$ cat src/rtl/inst_mem_loadable.sv
// Synchronous-read instruction memory with fetch-fault detection and a streaming
// program loader; memory is cleared to FILL_WORD after every reset.
module inst_mem_loadable #(
  parameter int                    ADDR_WIDTH = 5,
  parameter int                    DATA_WIDTH = 32,
  parameter logic [DATA_WIDTH-1:0] FILL_WORD  = '0
) (
  input  logic                  clk,
  input  logic                  rst,
  input  logic [31:0]           Iaddr,
  input  logic                  fetch_en,
  output logic [DATA_WIDTH-1:0] Inst,
  output logic                  inst_valid,
  output logic                  inst_fault,
  input  logic                  load_start,
  input  logic                  load_valid,
  input  logic [DATA_WIDTH-1:0] load_data,
  input  logic                  load_last,
  output logic                  load_ready,
  output logic                  load_done,
  output logic [ADDR_WIDTH:0]   load_count
);

  localparam int DEPTH = 2 ** ADDR_WIDTH;

  typedef enum logic [1:0] {
    CLEAR,
    READY,
    LOAD
  } state_e;

  state_e                  state_q, state_d;
  logic [ADDR_WIDTH-1:0]   ptr_q, ptr_d;
  logic [ADDR_WIDTH:0]     load_count_q, load_count_d;
  logic [DATA_WIDTH-1:0]   inst_q, inst_d;
  logic                    inst_valid_q, inst_valid_d;
  logic                    inst_fault_q, inst_fault_d;
  logic                    load_done_q, load_done_d;

  logic [DATA_WIDTH-1:0]   mem [DEPTH];
  logic                    mem_we;
  logic [ADDR_WIDTH-1:0]   mem_waddr;
  logic [DATA_WIDTH-1:0]   mem_wdata;

  logic [ADDR_WIDTH-1:0]   fetch_idx;
  logic                    fetch_fault;
  logic                    ptr_at_end;
  logic                    load_accept;
  logic                    load_end;

  assign fetch_idx   = Iaddr[ADDR_WIDTH+1:2];
  assign fetch_fault = (Iaddr[1:0] != 2'b00) || (Iaddr[31:ADDR_WIDTH+2] != '0);
  assign ptr_at_end  = &ptr_q;
  assign load_accept = (state_q == LOAD) && load_valid;
  // A final word that is also the last slot yields one completion, not two.
  assign load_end    = load_accept && (load_last || ptr_at_end);

  always_ff @(posedge clk) begin
    if (rst) begin
      state_q      <= CLEAR;
      ptr_q        <= '0;
      load_count_q <= '0;
      inst_q       <= '0;
      inst_valid_q <= 1'b0;
      inst_fault_q <= 1'b0;
      load_done_q  <= 1'b0;
    end else begin
      state_q      <= state_d;
      ptr_q        <= ptr_d;
      load_count_q <= load_count_d;
      inst_q       <= inst_d;
      inst_valid_q <= inst_valid_d;
      inst_fault_q <= inst_fault_d;
      load_done_q  <= load_done_d;
    end
  end

  always_ff @(posedge clk) begin
    if (mem_we && !rst) begin
      mem[mem_waddr] <= mem_wdata;
    end
  end

  always_comb begin
    state_d = state_q;
    case (state_q)
      CLEAR:   if (ptr_at_end) state_d = READY;
      READY:   if (load_start) state_d = LOAD;
      LOAD:    if (load_end)   state_d = READY;
      default: state_d = CLEAR;
    endcase
  end

  always_comb begin
    ptr_d        = ptr_q;
    load_count_d = load_count_q;
    inst_d       = inst_q;
    inst_valid_d = 1'b0;
    inst_fault_d = 1'b0;
    load_done_d  = 1'b0;
    mem_we       = 1'b0;
    mem_waddr    = ptr_q;
    mem_wdata    = FILL_WORD;
    case (state_q)
      CLEAR: begin
        // ptr wraps back to zero as the clear finishes, ready for the first load.
        mem_we = 1'b1;
        ptr_d  = ptr_q + ADDR_WIDTH'(1);
      end
      READY: begin
        if (fetch_en) begin
          inst_valid_d = 1'b1;
          inst_fault_d = fetch_fault;
          inst_d       = fetch_fault ? FILL_WORD : mem[fetch_idx];
        end
        if (load_start) begin
          ptr_d        = '0;
          load_count_d = '0;
        end
      end
      LOAD: begin
        if (load_accept) begin
          mem_we       = 1'b1;
          mem_wdata    = load_data;
          ptr_d        = ptr_q + ADDR_WIDTH'(1);
          load_count_d = load_count_q + (ADDR_WIDTH+1)'(1);
          load_done_d  = load_end;
        end
      end
      default: ;
    endcase
  end

  assign Inst       = inst_q;
  assign inst_valid = inst_valid_q;
  assign inst_fault = inst_fault_q;
  assign load_ready = (state_q == LOAD);
  assign load_done  = load_done_q;
  assign load_count = load_count_q;

endmodule

$ cat config.mk
export PLATFORM = sky130hd
export DESIGN_NAME = inst_mem_loadable
export DESIGN_NICKNAME = d
export VERILOG_FILES = /design/src/rtl/inst_mem_loadable.sv
export SDC_FILE = /design/constraint.sdc
export NUM_CORES = 1
export LEC_CHECK = 0
export CAP_MARGIN = 20
export CELL_PAD_IN_SITES_DETAIL_PLACEMENT = 1
export CELL_PAD_IN_SITES_GLOBAL_PLACEMENT = 1
export CORE_ASPECT_RATIO = 1.5
export CORE_MARGIN = 2
export CORE_UTILIZATION = 45
export DETAILED_ROUTE_END_ITERATION = 7
export GPL_TIMING_DRIVEN = 0
export PLACE_DENSITY = 0.66
export SYNTH_ARGS = -nofsm -noshare
export SYNTH_HDL_FRONTEND = slang
export SYNTH_SLANG_ARGS = --single-unit
export TNS_END_PERCENT = 1
$ cat constraint.sdc
create_clock -name clk -period 4.2 [get_ports clk]
set_clock_uncertainty 0.05 [all_clocks]
set_input_delay 1.26 -clock clk [delete_from_list [all_inputs] [get_ports clk]]
set_output_delay 1.26 -clock clk [all_outputs]
set_load 0.005 [all_outputs]
== Word level (Yosys, flattened, before mapping) ==
Memory sizes are Yosys's and may differ from the RTL's.
Cells that the tools add are included.

* Reduce and logical (&&, ||, !) cells: 19
* Mux-type cells: 18
* Eq/ne operators: 6
* Bitwise gates (word level): 4
* $add $sub $neg: 2

{| class="wikitable"
|+ Operators with widths
! operator !! count
|-
| $mux 32 || 3
|-
| $reduce_bool 25->1 || 1
|-
| $pmux 5 s3 || 1
|-
| $mux 6 || 2
|-
| $pmux 6 s2 || 1
|-
| $mux 5 || 2
|-
| $reduce_and 3->1 || 3
|-
| $add 6x1->6 const B || 1
|-
| $mux 2 || 3
|-
| $pmux 2 s3 || 1
|-
| $reduce_or 3->1 || 2
|-
| $add 5x1->5 const B || 1
|-
| $reduce_and 5->1 || 1
|-
| $mux 1 || 4
|-
| $ne 2x1->1 const B || 2
|-
| $ne 2x2->1 const B || 2
|-
| $not 1->1 || 4
|-
| $reduce_bool 2->1 || 2
|-
| $logic_and 1x1->1 || 3
|-
| $reduce_bool 3->1 || 1
|-
| $eq 2x1->1 const B || 1
|-
| $eq 2x2->1 const B || 1
|-
| $logic_not 2->1 || 1
|-
| $logic_or 1x1->1 || 2
|-
| other kinds (4) || 4
|}

* Flip-flop bits (word level): 48
* Bits in writable memories: 1024
* Memories: 1
* Word-level logic and storage cells: 57
* Bits of input ports: 70

{| class="wikitable"
|+ Memory list
! name !! depth !! bits a word !! rd ports !! clocked after memory_dff !! write ports !! RTL line !! RTL
|-
| mem || 32 || 32 || 1 || 0 || 1 || 40 || <nowiki>logic [DATA_WIDTH-1:0] mem [DEPTH];</nowiki>
|}

== Logic depth before layout (Yosys ltp) ==
* Word-level depth: 7
* Gate-level depth with buffers: 9
* Depth with buffers taken out: 6

== Worst setup path after synthesis ==
Ideal clock, no wire load.

* Path type: input -> register
* Start point: in rst
* End point: mem mem[28][0], enable pin
* Setup time: 0.421 ns
* Stages on the path: 4
* Buffers on the path: 1
* Data arrival time: 3.439 ns
* Path slack: 0.290 ns
* Data required time: 3.729 ns
* Cell sequence: clkbuf_1 a211oi_1 nand2_1 nor2_1

* Word-level cells in the longest chain between the ends: 4

{| class="wikitable"
|+ Ends and longest elaborated chain
! what !! RTL line !! RTL
|-
| start, declared || 9 || <nowiki>input logic rst,</nowiki>
|-
| $logic_not 1->1 || 79 || <nowiki>if (mem_we && !rst) begin</nowiki>
|-
| $logic_and 1x1->1 || 79 ||
|-
| $mux 1 || 79 ||
|-
| $mux 1 (implied by the code) || 80 || <nowiki>mem[mem_waddr] <= mem_wdata;</nowiki>
|-
| end, declared || 40 ||
|}

No other way between the ends.

== Worst setup path after layout ==
* Start point: in Iaddr[2]
* End point: reg inst_q[1] (netlist: Inst[1])

* Word-level cells in the longest chain between the ends: 2

{| class="wikitable"
|+ Ends and longest elaborated chain
! what !! RTL line !! RTL
|-
| start, declared || 10 || <nowiki>input logic [31:0] Iaddr,</nowiki>
|-
| $mem_v2 32x32 || - ||
|-
| $mux 32 || 114 || <nowiki>inst_d = fetch_fault ? FILL_WORD : mem[fetch_idx];</nowiki>
|-
| end signal, assigned || 71 || <nowiki>inst_q <= inst_d;</nowiki>
|-
| end, declared || 35 || <nowiki>logic [DATA_WIDTH-1:0] inst_q, inst_d;</nowiki>
|}

No other way between the ends.
A chain may end at the register's enable or synchronous reset.

==> results.sh <==
export IMPL_avgSynthCellArea_sq_um=19.9
export IMPL_power_leakage_nw=15.1
export IMPL_synth_top_cell_by_area="edfxtp_1"
export IMPL_ant_nets=0
export IMPL_path_max_fanout=10
export IMPL_cts_tree="built"
export IMPL_path_class="primary input to flip-flop"
export IMPL_fmax_mhz=240
export IMPL_vias_per_cell=6.10
export IMPL_cts_buffer_depth=3
export IMPL_synth_area_leaders="edfxtp_1, mux4_2, mux2i_1"
export IMPL_tightest_slew_ns=1.16
export IMPL_hold_viol=0
export IMPL_ys_seq_area_share_pct=76.7
export IMPL_fillers=7926
export IMPL_holdWs_ns=0.422
export IMPL_syn_inst=2076
export IMPL_hold_end="Inst[15]"
export IMPL_gp_congestion=0.801
export IMPL_status="completed"
export IMPL_ys_types=45
export IMPL_start_kind="primary input"
export IMPL_hpwlAfterDp_um=79100
export IMPL_final_area_sq_um=49100
export IMPL_slew_violations=0
export IMPL_ys_warn_count=0
export IMPL_syn_nets=2152
export IMPL_hold_start="Inst[15]"
export IMPL_finalSetupViolCount=0
export IMPL_antenna_found_initial=1
export IMPL_netlist_area_sq_um=41400
export IMPL_end_kind="flip-flop"
export IMPL_drt_iter0_markers=2137
export IMPL_async_flop_share_pct=0
export IMPL_regArea_sq_um=31700
export IMPL_synth_top_cell_area_share_pct=74.3
export IMPL_wirelength_um=118000
export IMPL_grt_pass1_wl_um=169000
export IMPL_total_power_mw=21.7
export IMPL_finalSetupTns_ns=0
export IMPL_gr_total_overflow=0
export IMPL_die_w_um=252
export IMPL_synth_edff_count=1024
export IMPL_core_sq_um=91400
export IMPL_multi_input_area_sq_um=9170
export IMPL_rows=136
export IMPL_drive_gt1_share_pct=20.3
export IMPL_fin_crit_ns=4.16
export IMPL_grt_start_max_net_pins=33
export IMPL_hold_path_class="flip-flop to flip-flop"
export IMPL_wl_per_cell_um=32.8
export IMPL_cts_max_level=3
export IMPL_io_pins=112
export IMPL_grt_usage_pct=25.3
export IMPL_start_util_pct=45.3
export IMPL_ys_ff_latch=1072
export IMPL_path_clk_slew_ns=0.07
export IMPL_hold_depth=2
export IMPL_ys_flop_type="edfxtp_1"
export IMPL_grt_pass1_vias=23900
export IMPL_rsz0062_at_grt="no"
export IMPL_clock_latency_ns=0.70
export IMPL_worstReg2RegStart="state_q[1]"
export IMPL_dpl_cell_area_sq_um=45400
export IMPL_first_pass_iters=7
export IMPL_worst_slack_ns=0.0371
export IMPL_cts_root_buf="clkbuf_16"
export IMPL_ir_drop_uv=322
export IMPL_io_buffers=110
export IMPL_power_density_nw_per_um2=442
export IMPL_dieArea_sq_um=94400
export IMPL_vias=22000
export IMPL_numCtsBuffers=98
export IMPL_r2r_cells=5
export IMPL_cts_hold_buffers=0
export IMPL_r2r_end="mem[31][26]"
export IMPL_max_slew_margin_pct=22.6
export IMPL_crit_arrival_ns=4.64
export IMPL_drv_cap=0
export IMPL_period_share_pct=99.1
export IMPL_ff2ff_setup_slack_ns=0.68
export IMPL_clock_sinks=1072
export IMPL_pre_cts_ws_ns=-0.705
export IMPL_die_h_um=375
export IMPL_synthToLayoutAreaGrowth_pct=18.6
export IMPL_drc=0
export IMPL_worstPathRequired_ns=4.67
export IMPL_fin_nets=2437
[metal layers]
layer,track usage (%),vias up,routed length (um)
met4,11.1,0,5320
li1,-,9113,-
met3,3.07,199,6450
met5,0,-,0
met1,31.4,11900,45100
met2,44.6,813,61500
[cell usage in the layout (no fill, tap or decap), types with 5 or more instances in the layout]
cell                n
o22ai_1            62
nand2b_1            5
bufinv_16          11
o2111ai_1          33
buf_16             29
clkinv_2           18
ha_1                6
buf_12             26
nor2_4             32
o221ai_1           33
o31ai_1            32
edfxtp_1         1024
a21oi_1             9
clkbuf_8           12
nand3b_1            7
nor2b_1             7
clkbuf_1           85
nor2_1             49
nor4_2              8
buf_8              10
nor4_1             29
and2_1             66
buf_2              35
clkinvlp_4          7
buf_6              15
clkdlybuf4s50_1   110
mux2i_1           192
nand2_1            43
o21bai_1           31
dfxtp_1            48
buf_4              17
a22o_1             31
mux4_2            161
clkbuf_16         104
[worst max-delay path by stage]
stage               startpoint           to  slack (ns)  cells after the start
global placement           rst  mem[23][22]       -2.51                      5
CTS                 load_valid  mem[15][14]        0.07                      5
global route          Iaddr[2]      Inst[1]        0.06                      9
finish                Iaddr[2]      Inst[1]        0.04                      9
floorplan                  rst   mem[28][0]        0.29                      4
detailed placement    Iaddr[2]      Inst[2]       -0.70                      9
[critical path: stages]
cell,delay (ns)
clkdlybuf4s50_1,0.53
buf_6,0.24
buf_12,0.18
buf_12,0.17
nand3b_1,0.28
clkbuf_1,0.54
o22ai_1,0.23
nor4_1,0.95
o31ai_1,0.23
[sequential cells by signal (all words and copies together), names as in the netlist]
register,flops
mem_waddr,5
inst_fault,1
mem,1024
load_count,6
state_q,2
load_done,1
inst_valid,1
Inst,32
[cells by family (layout without fill, tap and decap cells)]
logic type / Yosys count / count (layout) / share of synthesized area, %
buffers and inverters: 133 / 497 / 1.88
adders and majority gates: 6 / 6 / 0.181
AOI/OAI and AO/OA: 241 / 241 / 4.42
DFF: 1072 / 1072 / 76.7
xor gates and xnor gates: 6 / 6 / 0.127
and+or+nand+nor: 263 / 263 / 3.28
muxes: 355 / 355 / 13.5
other: 0 / 1 / 0
[repair_timing]
item,CTS,global route
hold endpoints to repair,0,0
setup buffers,0,0
resized for setup,1,0
endpoints found under the setup margin,1,0
[synthesized netlist by cell type (5+ instances only)]
cell type,instances
edfxtp_1,1024
buf_4,15
mux4_2,161
clkbuf_1,64
nand2_1,43
and2_1,66
nor4_1,37
buf_6,15
o22ai_1,62
o221ai_1,33
a22o_1,31
nor2b_1,7
ha_1,6
nor2_1,81
a21oi_1,9
o31ai_1,32
buf_2,26
dfxtp_1,48
o2111ai_1,33
mux2i_1,192
nand3b_1,7
o21bai_1,31
nand2b_1,5
[power breakdown]
part / total [mW] / internal [mW] / switching [mW]
combinational: 0.834 / 0.322 / 0.512
sequential: 11.6 / 11.6 / 0.0166
clock: 9.27 / 5.27 / 3.99
total: 21.7 / 17.2 / 4.52
[layout make-up]
type,count,area share (%)
diodes,1,0.00510
repair buffers,185,5.37
plain buffers,129,1.55
inverters,4,0.0306
clock buffers,133,5.60
clock inverters,46,1.15
flip-flops and latches,1072,64.6
well taps,1173,2.99
multi-input cells,871,18.7
[stage by stage]
stage,utilization (%),cells
after global placement,48.1,3359
after CTS,53.3,3597
after floorplan,-,2076
final,53.7,3614
after global routing,53.7,3613
after detailed placement,49.7,3418
(Power assumes the default switching activity.)
